File: src/rtl/if_fetch_unit_if.sv
// if_fetch_unit_if: redirect, imem request/response and decode handshake bundle
interface if_fetch_unit_if #(
    parameter int XLEN = 32
);
    logic            redirect_valid;
    logic [XLEN-1:0] redirect_pc;
    logic            imem_req_valid;
    logic            imem_req_ready;
    logic [XLEN-1:0] imem_req_addr;
    logic            imem_rsp_valid;
    logic [XLEN-1:0] imem_rsp_data;
    logic            inst_valid;
    logic            inst_ready;
    logic [XLEN-1:0] inst_pc;
    logic [XLEN-1:0] inst_data;
    modport master (
        input  redirect_valid, redirect_pc, imem_req_ready, imem_rsp_valid, imem_rsp_data, inst_ready,
        output imem_req_valid, imem_req_addr, inst_valid, inst_pc, inst_data
    );
    modport slave (
        output redirect_valid, redirect_pc, imem_req_ready, imem_rsp_valid, imem_rsp_data, inst_ready,
        input  imem_req_valid, imem_req_addr, inst_valid, inst_pc, inst_data
    );
endinterface

File: src/rtl/if_fetch_unit.sv
// if_fetch_unit: fetch PC, imem request issue, in-order prefetch FIFO and redirect flush
module if_fetch_unit #(
    parameter int              XLEN     = 32,
    parameter logic [XLEN-1:0] RESET_PC = '0,
    parameter int              DEPTH    = 4
) (
    input logic           clk,
    input logic           rst,
    if_fetch_unit_if.master bus
);
    localparam int CW = $clog2(DEPTH + 1);
    localparam int AW = $clog2(DEPTH);
    logic [XLEN-1:0] fetch_pc, rsp_pc, target_pc;
    logic [XLEN-1:0] q_pc [DEPTH];
    logic [XLEN-1:0] q_data [DEPTH];
    logic [AW-1:0]   head, tail;
    logic [CW-1:0]   count, outstanding, drop;
    logic [CW:0]     used;
    logic            accept, push, pop;
    assign used      = {1'b0, count} + {1'b0, outstanding};
    assign target_pc = bus.redirect_pc & ~XLEN'(3);
    assign bus.imem_req_valid = !rst && !bus.redirect_valid && (used < (CW+1)'(DEPTH));
    assign bus.imem_req_addr  = fetch_pc;
    assign bus.inst_valid     = count != '0;
    assign bus.inst_pc        = q_pc[head];
    assign bus.inst_data      = q_data[head];
    assign accept = bus.imem_req_valid && bus.imem_req_ready;
    assign push   = bus.imem_rsp_valid && drop == '0 && !bus.redirect_valid;
    assign pop    = bus.inst_valid && bus.inst_ready && !bus.redirect_valid;
    // Requests after a redirect are sequential, so the next kept response's PC is a running counter.
    always_ff @(posedge clk) begin
        if (rst) begin
            fetch_pc    <= RESET_PC;
            rsp_pc      <= RESET_PC;
            head        <= '0;
            tail        <= '0;
            count       <= '0;
            outstanding <= '0;
            drop        <= '0;
            for (int i = 0; i < DEPTH; i++) begin
                q_pc[i]   <= '0;
                q_data[i] <= '0;
            end
        end else if (bus.redirect_valid) begin
            fetch_pc    <= target_pc;
            rsp_pc      <= target_pc;
            head        <= '0;
            tail        <= '0;
            count       <= '0;
            outstanding <= outstanding - CW'(bus.imem_rsp_valid);
            // outstanding already covers responses still pending a drop, so every in-flight one becomes stale
            drop        <= outstanding - CW'(bus.imem_rsp_valid);
        end else begin
            if (accept)
                fetch_pc <= fetch_pc + XLEN'(4);
            outstanding <= outstanding + CW'(accept) - CW'(bus.imem_rsp_valid);
            if (bus.imem_rsp_valid && drop != '0)
                drop <= drop - 1'b1;
            if (push) begin
                q_pc[tail]   <= rsp_pc;
                q_data[tail] <= bus.imem_rsp_data;
                tail         <= tail + 1'b1;
                rsp_pc       <= rsp_pc + XLEN'(4);
            end
            if (pop)
                head <= head + 1'b1;
            count <= count + CW'(push) - CW'(pop);
        end
    end
endmodule

File: src/flat_wrapper.sv
// flat-port wrapper written by rule: the top's interface ports become plain ports
module if_fetch_unit_flat 
#(
    parameter int              XLEN     = 32,
    parameter logic [XLEN-1:0] RESET_PC = '0,
    parameter int              DEPTH    = 4
)
  (clk, rst, bus_redirect_valid, bus_redirect_pc, bus_imem_req_ready, bus_imem_rsp_valid, bus_imem_rsp_data, bus_inst_ready, bus_imem_req_valid, bus_imem_req_addr, bus_inst_valid, bus_inst_pc, bus_inst_data);
  if_fetch_unit_if #(.XLEN(XLEN)) bus_i ();
  input logic clk;
  input logic rst;
  input wire logic [$bits(bus_i.redirect_valid)-1:0] bus_redirect_valid;
  input wire logic [$bits(bus_i.redirect_pc)-1:0] bus_redirect_pc;
  input wire logic [$bits(bus_i.imem_req_ready)-1:0] bus_imem_req_ready;
  input wire logic [$bits(bus_i.imem_rsp_valid)-1:0] bus_imem_rsp_valid;
  input wire logic [$bits(bus_i.imem_rsp_data)-1:0] bus_imem_rsp_data;
  input wire logic [$bits(bus_i.inst_ready)-1:0] bus_inst_ready;
  output wire logic [$bits(bus_i.imem_req_valid)-1:0] bus_imem_req_valid;
  output wire logic [$bits(bus_i.imem_req_addr)-1:0] bus_imem_req_addr;
  output wire logic [$bits(bus_i.inst_valid)-1:0] bus_inst_valid;
  output wire logic [$bits(bus_i.inst_pc)-1:0] bus_inst_pc;
  output wire logic [$bits(bus_i.inst_data)-1:0] bus_inst_data;
  assign bus_i.redirect_valid = bus_redirect_valid;
  assign bus_i.redirect_pc = bus_redirect_pc;
  assign bus_i.imem_req_ready = bus_imem_req_ready;
  assign bus_i.imem_rsp_valid = bus_imem_rsp_valid;
  assign bus_i.imem_rsp_data = bus_imem_rsp_data;
  assign bus_i.inst_ready = bus_inst_ready;
  assign bus_imem_req_valid = bus_i.imem_req_valid;
  assign bus_imem_req_addr = bus_i.imem_req_addr;
  assign bus_inst_valid = bus_i.inst_valid;
  assign bus_inst_pc = bus_i.inst_pc;
  assign bus_inst_data = bus_i.inst_data;
  if_fetch_unit #(.XLEN(XLEN), .RESET_PC(RESET_PC), .DEPTH(DEPTH)) u_core (.clk(clk), .rst(rst), .bus(bus_i));
endmodule
File: config.mk
export PLATFORM = sky130hd
export DESIGN_NAME = if_fetch_unit_flat
export DESIGN_NICKNAME = d
export VERILOG_FILES = /design/src/rtl/if_fetch_unit_if.sv /design/src/rtl/if_fetch_unit.sv /design/src/flat_wrapper.sv
export SDC_FILE = /design/constraint.sdc
export NUM_CORES = 1
export LEC_CHECK = 0
export CORE_ASPECT_RATIO = 0.75
export CORE_UTILIZATION = 58
export CTS_BUF_LIST = sky130_fd_sc_hd__clkbuf_8
export CTS_CLUSTER_DIAMETER = 60
export DETAILED_ROUTE_END_ITERATION = 12
export GPL_TIMING_DRIVEN = 0
export PLACE_DENSITY = 0.82
export SLEW_MARGIN = 20
export SYNTH_ARGS = -nofsm -noshare
export SYNTH_HDL_FRONTEND = slang
export SYNTH_SLANG_ARGS = --single-unit
File: constraint.sdc
create_clock -name clk -period 10 [get_ports clk]
set_input_delay 1.5 -clock clk [delete_from_list [all_inputs] [get_ports clk]]
set_output_delay 1.5 -clock clk [all_outputs]
set_load 0.02 [all_outputs]
Word level (Yosys, flattened, before mapping):

Memories as Yosys holds them, arrays and structs flattened. A register that Yosys moved wholly into a read port is not among the register bits.
Index checks and enable logic that the tools add are counted.

* register bits after elaboration: 77
* latch bits: 0
* RAM bits: 256
* ROM bits: 0
* input port bits: 70
* output and inout bits: 98
* logic and storage cells: 65
* memories: 2

Memories
* u_core.q_data: words 4, bits a word 32, read ports 1, clocked after memory_dff 1, wr ports 4, line if_fetch_unit.sv:15 `logic [XLEN-1:0] q_data [DEPTH];`
* u_core.q_pc: words 4, bits a word 32, read ports 1, clocked after memory_dff 1, wr ports 4, line if_fetch_unit.sv:14 `logic [XLEN-1:0] q_pc [DEPTH];`

* add/subtract/negate cells: 11
* multipliers: 0
* div/mod/pow operators: 0
* order comparisons: 1
* equality and inequality tests: 0
* shift operators: 0
* muxes and demuxes: 23
* bitwise logic cells: 0
* reductions and logical operators: 19

Operators with widths (number)
* 32-bit 2-to-1 mux: 6
* 32-bit by 3-bit adder with 32-bit output (second input constant): 2
* 32-bit OR reduction: 2
* 2-bit 2-to-1 mux: 6
* 3-bit 2-to-1 mux: 3
* 3-bit by 1-bit subtractor with 3-bit output: 3
* 1-bit logical AND: 8
* 1-bit 2-to-1 mux: 8
* 3-bit by 1-bit adder with 3-bit output: 2
* 2-bit nonzero test: 3
* 3-bit nonzero test: 2
* 2-bit by 1-bit adder with 2-bit output (second input constant): 2
* 3-bit by 3-bit adder with 4-bit output: 1
* 4-bit by 3-bit < comparator with 1-bit output (second input constant): 1
* 3-bit zero test: 1
* 3-bit by 1-bit subtractor with 3-bit output (second input constant): 1
* 1-bit zero test: 2
* 2-bit OR reduction: 1

Depth between registers and ports, before layout:

* depth after elaboration: 9
* mapped depth: 11

Least setup slack after synthesis:

Ideal clock, no wire load.

* path type: input-to-reg
* from: input port bus_redirect_valid
* to: memory u_core.q_data[2][0], enable pin
* library setup time: 0.651 ns
* arrival time: 8.249 ns
* data required time: 9.349 ns
* path slack: 1.099 ns
* stages on the path: 3
* cells stage by stage: clkbuf_1 > buf_1 > o41ai_1

RTL lines
* start, declared: line flat_wrapper.sv:12 `input wire logic [$bits(bus_i.redirect_valid)-1:0] bus_redirect_valid;`
* end, declared: line if_fetch_unit.sv:15

==> results.txt <==
worst slew pin tran -> 1100 ps
Peak VDD IR -> 0.0805 mV
Final ANT Viol Nets -> 0
CP Cell Sequence -> clkbuf_1 -> buf_1 -> mux4_2 -> clkdlybuf4s50_1
largest net degree at the start of global routing -> 33
Inserted Clock Buffers -> 50
CP max-delay cell -> buf_1
Die Span X -> 186 µm
fin crit period -> 4910 ps
htree depth -> 2
Max Clk Rate -> 0.204 GHz
CTS tree -> yes
Residual DRC -> 0
XOR/XNOR share of the synthesized area -> 3.67%
io pins -> 168
Vias/cell -> 5.86
Top delay family on crit path -> buffers and inverters
CP peak stage delay -> 790 ps
adder-cell share of the synthesized area -> 1.29%
DR vias -> 9966
Power Dens Cells -> 167 nW/µm²
Async S/R FF share, synth -> 0%
largest family of logic cells by synthesized area -> simple AND/OR/NAND/NOR gates
RSZ-0062 raised after global routing -> false
Critical Path RT -> 8500 ps
Yosys cell types -> 57
drt total wl -> 35100 µm
WP buf/inv -> 3
post-CTS resize count -> 0
slew margin rel. -> 25.9%
cell area after technology mapping -> 14800 µm²
fillers -> 1632
Synth Register Bits -> 323
CTS Root Buffer Type -> clkbuf_8
DR pass1 iterations -> 4
FF/Latch Area -> 8950 µm²
status -> complete, no violations
initial antenna violation count -> 1
Cells after Synth -> 1091
final net count -> 1408
Initial Util -> 59.1%
post-synthesis mux area share -> 9.50%
die area -> 26200 µm²
DP HPWL -> 24600 µm
fraction of layout cells with a size suffix above 1 -> 12.8%
top post-synthesis cells by area -> edfxtp_1, dfxtp_1, mux4_2
vias in the first global route -> 10.1k
FP Rows -> 50
Crit Path Category -> reg -> out
placer congestion estimate -> 0.933
clk_lat worst skew -> 570 ps
diode count -> 0
Hold Crit Class -> reg -> reg
Synth Area in Compound Gates -> 5.29%
count of input and output buffers -> 159
Final setup viols -> 0
post-synth top area cell -> edfxtp_1
fin crit share -> 49.1%
Die Y -> 140 µm
sequential share of the synthesized area -> 60.5%
clock tree buffer depth -> 3
Pwr Total -> 3.03 mW
post-CTS setup buffer count -> 0
synth-to-layout area growth -> 22.7%
critical path arrival -> 3410 ps
Multi-input gate area -> 5480 µm²
Tot GR Track Use -> 27.4%
clock sink count -> 323
leakage power -> 6.60 nW
Slew Viols, Final -> 0
main flop type after synthesis -> edfxtp_1
Syn Area/Cell -> 13.6 µm²
number of flops mapped to enable cells by yosys -> 248
first-pass GRT wire length -> 55300 µm
Max-cap violations -> 0
crit start category -> flop
Worst-path clk slew -> 60 ps
drt wl/cell -> 20.6 µm
grt total ovfl -> 0
CTS Hold Buffers Added -> 0
First DRT Iteration DRCs -> 882
Post-Synth Simple-Gate Area -> 16.9%
Synth top area share -> 50.3%
Worst setup EP type -> output port
crit path max fanout -> 10
synth warn -> 0
final clock skew -> 32.3 ps
Core ar. -> 25000 µm²
Fin Hold WS -> 533 ps
final hold violations -> 0
[worst paths after layout]
check,depth (start not counted),endpoint,slack (ps),start
max reg2reg,9,u_core.q_data[0][10]$_SDFFCE_PN0P_,6490,u_core.drop[0]$_SDFFE_PP0P_
min,2,u_core.head[1]$_SDFFE_PP0P_,530,u_core.head[1]$_SDFFE_PP0P_
max,4,bus_inst_pc[20],5090,flop
min reg2reg,2,u_core.head[1]$_SDFFE_PP0P_,530,u_core.head[1]$_SDFFE_PP0P_
[area by class of cell]
type,count,area share (%)
repair buffers,178,10.2
multi-input cells,670,30.2
plain buffers,78,1.82
clock buffers,57,4.32
inverters,23,0.476
well taps,338,2.33
clock inverters,34,1.39
flip-flops and latches,323,49.3
[metrics by stage]
stage | setup slack [ps] | cells | TNS (ps) | cell area, µm² | util [%]
final | 5090 | 1701 | 0 | 18200 | 72.6
after global routing | 4870 | 1701 | 0 | 18200 | 72.6
after CTS | 5010 | 1701 | 0 | 18200 | 72.5
after detailed placement | 4480 | 1610 | 0 | 17100 | 68.4
after global placement | -3930 | 1591 | -362370 | 16800 | 67.2
after floorplan | 1100 | 1094 | 0 | 14800 | -
[sequential cells by signal, indices dropped and copies added, names as in the netlist, named ones only]
signal and flops:
u_core.count 3, u_core.q_data 128, u_core.rsp_pc 30, u_core.tail 2, u_core.drop 3, u_core.head 2
u_core.bus.imem_req_addr 30, u_core.outstanding 3, u_core.q_pc 120
[metal layers]
metal	vias to the layer above	track usage [%]	wire length, µm
li1	4530	-	-
met1	4879	39.3	15000
met2	492	43.7	16500
met3	63	4.59	2990
met4	2	7.26	612
met5	-	0	13
[cells in the final DEF (no fill, tap or decap), types with 3 or more instances in the layout]
cell	instances
clkbuf_1	59
nor4_1	22
and3_1	70
buf_16	6
clkinv_2	4
nand3_1	23
or4_1	3
nand4_1	16
xor2_1	22
nor3_1	14
clkinv_1	14
inv_1	31
o31ai_1	4
bufinv_16	4
edfxtp_1	248
buf_1	10
o21a_1	24
and4_1	7
a21boi_0	33
clkdlybuf4s50_1	159
a21boi_1	9
o22ai_1	5
xnor2_1	40
a21oi_1	10
buf_2	8
nor2_1	25
dfxtp_1	75
clkbuf_8	57
ha_1	12
a31oi_1	4
buf_4	10
conb_1	4
mux4_2	62
a211oi_1	4
and2_1	180
o21ai_0	6
o31a_1	3
nand2_1	35
nor4_2	6
[cell families (layout without fill, tap and decap cells)]
family | after synthesis | after routing
simple gates | 417 | 417
xor+xnor | 62 | 62
flops | 323 | 323
fa+ha+maj | 14 | 14
buf+inv | 101 | 370
compound gates | 110 | 110
other cells | 1 | 4
mux | 63 | 63
[worst min-delay path: cells and delay by family (launching register included)]
family / cells / cell delay, ps
flops: 1 / 330
simple gates: 1 / 100
xor+xnor: 1 / 60
[report_power, final]
part	switching [mW]	leakage, nW	total, mW	internal [mW]
Sequential	0.0436	3.19	1.55	1.51
Combinational	0.181	2.85	0.332	0.151
Clock	0.513	0.566	1.14	0.626
[synth_stat cells, types with 3 or more instances]
cell type and number:
buf_1 10, nor4_2 6, xor2_1 22, a21boi_1 9, ha_1 12, and3_1 70, a211oi_1 4, nor3_1 15
inv_1 21, or4_1 3, o21a_1 24, nor2_1 25, mux4_2 62, a31oi_1 4, and2_1 180, nand2_1 35
edfxtp_1 248, dfxtp_1 75, xnor2_1 40, o21ai_0 8, buf_4 4, o31a_1 3, nand4_1 16, a21boi_0 33
nor4_1 22, o31ai_1 4, o22ai_1 5, and4_1 7, a21oi_1 10, clkbuf_1 59, nand3_1 23
Power figures use the tool's default switching activity.
